===== src/rtl/cpu_ctrl_fsm.sv =====
// ============================================================================
// cpu_ctrl_fsm : multicycle Moore control unit for the 16-bit CPU datapath.
// Optional feature macro: CTRL_ILLEGAL_HALT_EN (illegal opcodes halt the core).
// Revision: 1.0
// ============================================================================
`default_nettype none

module cpu_ctrl_fsm (
    input  logic        clk,
    input  logic        rst,
    input  logic        cpu_on,
    input  logic [15:0] instr,
    input  logic        n_flag,
    input  logic        z_flag,
    input  logic        c_flag,
    input  logic        v_flag,
    output logic [1:0]  alu_ctrl,
    output logic [1:0]  alu_srcb,
    output logic [1:0]  pc_jp,
    output logic        e_pc,
    output logic        rst_pc,
    output logic        IorD,
    output logic        we_mem,
    output logic        we_ir,
    output logic        mixMR,
    output logic        MtoR,
    output logic        rd_read,
    output logic        PCtoR,
    output logic        we_reg,
    output logic        alu_srca,
    output logic        e_flag,
    output logic        pc_src,
    output logic        e_out_r,
    output logic        halted
);

    localparam logic [3:0] S_IDLE    = 4'd0;
    localparam logic [3:0] S_FETCH   = 4'd1;
    localparam logic [3:0] S_DECODE  = 4'd2;
    localparam logic [3:0] S_EXEC    = 4'd3;
    localparam logic [3:0] S_ALU_WB  = 4'd4;
    localparam logic [3:0] S_IMM_WB  = 4'd5;
    localparam logic [3:0] S_ADDR    = 4'd6;
    localparam logic [3:0] S_MEM_RD  = 4'd7;
    localparam logic [3:0] S_LD_WB   = 4'd8;
    localparam logic [3:0] S_ST_HOLD = 4'd9;
    localparam logic [3:0] S_MEM_WR  = 4'd10;
    localparam logic [3:0] S_OUT     = 4'd11;
    localparam logic [3:0] S_JUMP    = 4'd12;
    localparam logic [3:0] S_BRANCH  = 4'd13;
    localparam logic [3:0] S_HALT    = 4'd14;

    localparam logic [4:0] C_OP_LHI  = 5'b00110;
    localparam logic [4:0] C_OP_ST   = 5'b01000;
    localparam logic [4:0] C_OP_JR   = 5'b01010;

    logic [3:0] state_q;
    logic [3:0] state_d;
    logic [4:0] w_op;
    logic [3:0] w_fetch_next;
    logic       w_br_taken;
    logic       w_unused;

    assign w_op     = instr[15:11];
    assign w_unused = ^{v_flag, instr[10:0]};

    // Every path back to FETCH re-samples cpu_on so a stop request lands in IDLE.
    assign w_fetch_next = cpu_on ? S_FETCH : S_IDLE;

    always_comb begin
        w_br_taken = 1'b0;
        case (w_op[1:0])
            2'b00:   w_br_taken = z_flag;
            2'b01:   w_br_taken = ~z_flag;
            2'b10:   w_br_taken = n_flag;
            default: w_br_taken = c_flag;
        endcase
    end

    always_comb begin
        state_d = state_q;
        case (state_q)
            S_IDLE:    state_d = cpu_on ? S_FETCH : S_IDLE;
            S_FETCH:   state_d = S_DECODE;
            S_DECODE: begin
                casez (w_op)
                    5'b00000:                       state_d = w_fetch_next;
                    5'b00001, 5'b00010,
                    5'b00011, 5'b00100:             state_d = S_EXEC;
                    5'b00101, 5'b00110:             state_d = S_IMM_WB;
                    5'b00111, 5'b01000:             state_d = S_ADDR;
                    5'b01001:                       state_d = S_OUT;
                    5'b01010, 5'b111??:             state_d = S_JUMP;
                    5'b011??:                       state_d = S_BRANCH;
                    5'b11011:                       state_d = S_HALT;
`ifdef CTRL_ILLEGAL_HALT_EN
                    default:                        state_d = S_HALT;
`else
                    default:                        state_d = w_fetch_next;
`endif
                endcase
            end
            S_EXEC:    state_d = S_ALU_WB;
            S_ADDR:    state_d = (w_op == C_OP_ST) ? S_ST_HOLD : S_MEM_RD;
            S_MEM_RD:  state_d = S_LD_WB;
            S_ST_HOLD: state_d = S_MEM_WR;
            S_HALT:    state_d = S_HALT;
            S_ALU_WB, S_IMM_WB, S_LD_WB, S_MEM_WR,
            S_OUT, S_JUMP, S_BRANCH:
                       state_d = w_fetch_next;
            default:   state_d = S_IDLE;
        endcase
    end

    always_ff @(posedge clk) begin
        if (rst) begin
            state_q <= S_IDLE;
        end else begin
            state_q <= state_d;
        end
    end

    always_comb begin
        alu_ctrl = 2'b00;
        alu_srcb = 2'b00;
        pc_jp    = 2'b00;
        e_pc     = 1'b0;
        rst_pc   = 1'b0;
        IorD     = 1'b0;
        we_mem   = 1'b0;
        we_ir    = 1'b0;
        mixMR    = 1'b0;
        MtoR     = 1'b0;
        rd_read  = 1'b0;
        PCtoR    = 1'b0;
        we_reg   = 1'b0;
        alu_srca = 1'b0;
        e_flag   = 1'b0;
        pc_src   = 1'b0;
        e_out_r  = 1'b0;
        halted   = 1'b0;
        case (state_q)
            S_IDLE:   rst_pc = 1'b1;
            S_FETCH: begin
                we_ir    = 1'b1;
                alu_srcb = 2'b01;
                e_pc     = 1'b1;
            end
            S_DECODE: alu_srcb = 2'b11;
            S_EXEC: begin
                // ADD..OR opcodes are 1..4, so op-1 yields the ALU encoding.
                alu_ctrl = w_op[1:0] - 2'd1;
                alu_srca = 1'b1;
                e_flag   = 1'b1;
            end
            S_ALU_WB: we_reg = 1'b1;
            S_IMM_WB: begin
                we_reg  = 1'b1;
                mixMR   = 1'b1;
                MtoR    = (w_op == C_OP_LHI);
                rd_read = (w_op == C_OP_LHI);
            end
            S_ADDR: begin
                alu_srca = 1'b1;
                alu_srcb = 2'b10;
            end
            S_MEM_RD: IorD = 1'b1;
            S_LD_WB: begin
                we_reg = 1'b1;
                MtoR   = 1'b1;
            end
            S_ST_HOLD: begin
                alu_srca = 1'b1;
                alu_srcb = 2'b10;
                rd_read  = 1'b1;
            end
            S_MEM_WR: begin
                IorD    = 1'b1;
                we_mem  = 1'b1;
                rd_read = 1'b1;
            end
            S_OUT:    e_out_r = 1'b1;
            S_JUMP: begin
                e_pc  = 1'b1;
                pc_jp = (w_op == C_OP_JR) ? 2'b10 : 2'b01;
            end
            S_BRANCH: begin
                pc_src = 1'b1;
                e_pc   = w_br_taken;
            end
            S_HALT:   halted = 1'b1;
            default: ;
        endcase
    end

endmodule

`default_nettype wire


===== config.mk =====
export PLATFORM = sky130hd
export DESIGN_NAME = cpu_ctrl_fsm
export DESIGN_NICKNAME = d
export VERILOG_FILES = /design/src/rtl/cpu_ctrl_fsm.sv
export SDC_FILE = /design/constraint.sdc
export NUM_CORES = 1
export LEC_CHECK = 0
export BUFFER_PORTS_ARGS = -buffer_cell sky130_fd_sc_hd__buf_2
export CAP_MARGIN = 10
export CORE_AREA = 4 4 46 48
export CTS_BUF_LIST = sky130_fd_sc_hd__clkbuf_8
export CTS_CLUSTER_SIZE = 8
export DETAILED_ROUTE_END_ITERATION = 10
export DIE_AREA = 0 0 50 52
export PLACE_DENSITY = 0.79
export SYNTH_ARGS = -nofsm -noshare
export SYNTH_HDL_FRONTEND = slang
export SYNTH_SLANG_ARGS = --single-unit
export TNS_END_PERCENT = 1

===== constraint.sdc =====
create_clock -name clk -period 3.53 [get_ports clk]
set_clock_uncertainty 0.05 [all_clocks]
set_input_delay 0.353 -clock clk [delete_from_list [all_inputs] [get_ports clk]]
set_output_delay 0.353 -clock clk [all_outputs]
set_load 0.02 [all_outputs]

# Yosys cells after proc, flatten, opt, wreduce, memory -nomap -nowiden
# Index checks and enable logic that the tools add are counted.
word_totals:
  inputBits: 23
  word_cells: 68
  ff_bits: 4
op_classes:
  reduce_logical: 13
  n_eq_ne: 29
  mux: 23
  bitwise_logic: 1
  n_addsub: 1
op_table:
  columns: ["op", "n"]
  rows:
  - ["4-bit one-hot mux with 8 select lines", 1]
  - ["4-bit equality test (second input constant)", 7]
  - ["4-bit one-hot mux with 7 select lines", 1]
  - ["5-bit by 3-bit equality test with 1-bit output (second input constant)", 4]
  - ["4-bit by 3-bit equality test with 1-bit output (second input constant)", 4]
  - ["5-bit by 4-bit equality test with 1-bit output (second input constant)", 3]
  - ["2-bit OR reduction", 7]
  - ["1-bit two-way mux", 12]
  - ["5-bit by 2-bit equality test with 1-bit output (second input constant)", 2]
  - ["4-bit by 2-bit equality test with 1-bit output (second input constant)", 2]
  - ["8-bit OR reduction", 1]
  - ["2-bit two-way mux", 3]
  - ["1-bit one-hot mux with 2 select lines", 3]
  - ["2-bit one-hot mux with 3 select lines", 1]
  - ["3-bit OR reduction", 2]
  - ["5-bit by 1-bit equality test with 1-bit output (second input constant)", 1]
  - ["5-bit equality test (second input constant)", 1]
  - ["4-bit by 1-bit equality test with 1-bit output (second input constant)", 1]
  - ["4-bit logical NOT", 1]
  - ["4-bit two-way mux", 1]
  - ["4-bit OR reduction", 1]
  - ["3-bit by 2-bit equality test with 1-bit output (second input constant)", 1]
  - ["3-bit equality test (second input constant)", 1]
  - ["1-bit one-hot mux with 3 select lines", 1]
  - ["5 further kinds", 5]

# Depth between registers and ports, before layout
logic_depth:
  word_depth: 4
  depth_mapped: 7
  mapped_depth_nobuf: 6

# Worst setup path after synthesis
# OpenSTA, ideal clock, no wires.
synth_path:
  kind: "in2out"
  startpoint: "input port instr[11]"
  endpoint: "output port pc_jp[0]"
  arrival_ns: 1.827
  required_ns: 3.127
  stages: 4
  setup_slack_ns: 1.300
  n_path_buf: 1
  cell_sequence: "inv_1 ha_1 buf_2 a2111oi_0"
synth_between:
  elab_chain_len: 3
synth_lines:
  columns: ["element", "line", "rtl"]
  rows:
  - ["start, declared", "12", "input logic [15:0] instr,"]
  - ["5-bit by 4-bit equality test with 1-bit output", "185", "pc_jp = (w_op == C_OP_JR) ? 2'b10 : 2'b01;"]
  - ["2-bit two-way mux", "185", null]
  - ["2-bit two-way mux", "142", "case (state_q)"]
  - ["end, declared", "19", "output logic [1:0] pc_jp,"]
# Every way passes these cells.

# Worst setup path in the final report
layout_path:
  startpoint: "register state_q[2]"
  endpoint: "output port MtoR"
layout_between:
  elab_chain_len: 2
layout_lines:
  columns: ["element", "line", "rtl"]
  rows:
  - ["start, declared", "57", "logic [3:0] state_q;"]
  - ["start signal, assigned", "119", "state_q <= state_d;"]
  - ["4-bit equality test / 4-bit by 3-bit equality test with 1-bit output (equally long branches)", "142", null]
  - ["1-bit one-hot mux with 2 select lines (*)", "142", null]
  - ["end, declared", "26", "output logic MtoR,"]
# Mark *: on every way between the ends. The rest lies on a longest branch, timed or not.

==> flow_summary_export.csv <==
group,metric,value,unit
cts,postCtsHoldBufs,0,
synth,syn_inst,114,
cells_and_area,diodes,0,
placement,io_buffer_count,30,
timing,worst_pin_slew,0.6914,ns
timing,slew_headroom,53.84,%
global_route,grt_use_total,16.12,%
floorplan,dieArea,0.002600,mm2
synth,synth.distinct_cells,46,
timing,drv_slew,0,
global_route,grt_overflow,0,
drt,drt-pass1-iter-count,4,
worst_setup_path,worstPathRequired,3.13,ns
hold_path,min_path_cells,2,
timing,rsz0062_at_grt,"no",
cells_and_area,regMostFlops,"state_q",
drt,avgViaCountPerCell,5.497,
run_status,status,"completed",
synth,synth_xor_area_share,2.222,%
cts,path_clk_slew,0.03,ns
power,pwr-share-seq,24.1,%
cts,cts.sinks,4,
cts,worstSkewPairLatency,0.21,ns
timing,hold_violations,0,
synth,syn-num-nets,142,
power,p_int,165.7,uW
synth,ys_seq_elements,4,
global_route,grt_pass1_wl,3312,um
floorplan,rows,15,
global_route,grt_pass1_vias,761,
timing,setup-violations-final,0,
power,clkPwrFrac,35.5,%
floorplan,dieWidth,50,um
cells_and_area,top_regs,"state_q x4",
drt,drt_iter0_markers,19,
synth,synthesis.area,788.3,um2
cells_and_area,final_nets,166,
power,power,265.8,uW
synth,yosysSeqAreaShare,10.16,%
power,power.density,284.4,mW/mm2
cells_and_area,final_area,934.6,um2
drt,antenna_left,0,
hold_path,min_path_type,"in -> reg",
worst_setup_path,cp-end-kind,"primary output",
cts,cts_resized,0,
cts,cts_made_buffers,3,
cells_and_area,drive_above_1_share,28.68,%
power,combPwrFrac,40.3,%
drt,wire_per_inst,12.52,um
cts,clockBufferDepth,2,
worst_setup_path,slowest_stage,"dfxtp_1",
floorplan,die_h,52,um
job,maxCapViolCount,0,
timing,period_share,61.28,%
synth,synthArstFlopShare,0,%
floorplan,start_util,46.15,%
worst_setup_path,worstPathCellList,"nand2b_1 > or3_1 > a21oi_1 > buf_2",
floorplan,boundaryPins,44,
power,p_leak,0.4169,nW
cells_and_area,largest_reg_flops,4,
cts,cts.htree.levels,1,
power,peakVddDrop,0.1191,mV
drt,vias,885,
floorplan,core-area,0.001708,mm2
synth,synth_mux_area_share,3.968,%
drt,post-route-drc-count,0,
worst_setup_path,slowest_delay,0.52,ns
synth,synth_compound_area_share,28.73,%
placement,dp.final_hpwl,1517,um
worst_setup_path,critPathLaunchType,"flip-flop",
cts,cts_tree,"yes",
worst_setup_path,crit_arrival,1.76,ns
placement,placed_cell_area,893.4,um2
synth,yosys.area_share.simple,33.97,%
worst_setup_path,critPathKind,"reg -> out",
power,sw_frac_of_total,37.64,%
placement,place_congestion,0.9123,
synth,avgSynthCellArea,6.915,um2
global_route,antenna_found_initial,0,
synth,synthAdderAreaFrac,7.937,%
worst_setup_path,r2r_cells,4,
power,power_switching,100.1,uW
timing,timing.setup.tns,0,ns
worst_setup_path,regToRegSetupSlack,1.81,ns
drt,routed_wl,2015,um
synth,synth_edf_count,0,
synth,synthFlopType,"dfxtp_1",
cts,clockRootBuffer,"clkbuf_8",
synth,yosysWarningCount,0,
timing,fmax,462.3,MHz
timing,period_needed,2.163,ns
cells_and_area,syn2layout_area_growth,18.57,%
synth,synth_top_family_by_area,"simple AND/OR/NAND/NOR gates",
cts,cts_setup_buffers,0,
global_route,grt_max_degree,20,
worst_setup_path,crit_path_max_fanout,12,
==> kinds of logic (layout without fill, tap and decap cells) <==
family | after synthesis | count (layout)
multiplexers | 3 | 3
other | 1 | 1
AO/OA/AOI/OAI | 31 | 31
adder cells (fa/ha/maj) | 5 | 5
flip-flops | 4 | 4
AND/OR/NAND/NOR | 51 | 51
XOR/XNOR | 2 | 2
buffers and inverters | 17 | 39
==> stage by stage <==
stage | hold WS [ns] | std cells | setup WS (ns) | utilization [%]
detailed placement | 0.5628 | 158 | 1.489 | 52.31
CTS | 0.3409 | 161 | 1.376 | 54.73
global route | 0.3502 | 161 | 1.176 | 54.73
global placement | 0.5555 | 158 | 1.506 | 52.31
floorplan | 0.3828 | 114 | 1.300 | -
finish | 0.3463 | 161 | 1.367 | 54.73
==> placed cells by master (no fill, tap or decap), types with 3 or more instances in the layout <==
| master | Yosys | layout |
|---|---|---|
| buf_2 | 4 | 30 |
| nor2_1 | 20 | 20 |
| nand2_1 | 10 | 10 |
| inv_1 | 6 | 6 |
| o22ai_1 | 5 | 5 |
| ha_1 | 5 | 5 |
| nand2b_1 | 4 | 4 |
| a21oi_1 | 4 | 4 |
| o21ai_0 | 4 | 4 |
| dfxtp_1 | 4 | 4 |
| clkbuf_8 | 0 | 3 |
==> layer usage <==
metal / routed length, um / global-route usage [%] / share of wire (%)
met3: 120 / 3.152 / 6.0
met2: 994 / 27.17 / 49
met4: 23 / 6.912 / 1.1
met5: 0 / 0 / 0
met1: 876 / 19.76 / 43
==> cells in the mapped netlist, types with 2 or more instances <==
master    count  area, um2
o22ai_1       5      31.28
mux2i_1       2      20.02
buf_2         4      20.02
nand2b_1      4      25.02
nor3_1        2      10.01
a211oi_1      2      15.01
nand3_1       2      10.01
inv_1         6      22.52
nand2_1      10      37.54
a21oi_1       4      20.02
ha_1          5      62.56
a21boi_0      2      15.01
o21ai_0       4      20.02
buf_4         4      30.03
dfxtp_1       4      80.08
buf_6         2      22.52
o32ai_1       2      17.52
nor3b_2       2      25.02
nor2b_1       2      12.51
nor2_1       20      75.07
==> critical path: cells and delay by family (launching register included) <==
kind            cells  cell delay [ns]
simple gates        2             0.68
flops               1             0.52
compound gates      1             0.16
buf+inv             1             0.19
==> power groups by stage <==
stage | logic [mW] | registers (mW) | clock network (mW)
floorplan | 0.0968 | 0.0521 | 0
global placement | 0.105 | 0.0640 | 0
detailed placement | 0.107 | 0.0643 | 0
CTS | 0.107 | 0.0637 | 0.0959
global route | 0.118 | 0.0657 | 0.100
finish | 0.107 | 0.0642 | 0.0944
==> worst paths after layout <==
path	to	start
worst max-delay path	MtoR	state_q[2]
worst min-delay path	state_q[3]	rst
worst max register to register	state_q[3]	state_q[1]
worst min register to register	state_q[2]	state_q[2]
==> final cells by class <==
cell class | count | area, um2
multi-input cells | 93 | 609.3
flip-flops and latches | 4 | 80.08
repair buffers | 30 | 150.1
fillers | 173 | 773.2
clock buffers | 3 | 41.29
inverters | 6 | 22.52
well taps | 25 | 31.28
Note: power is estimated with default switching activity, not from simulation.
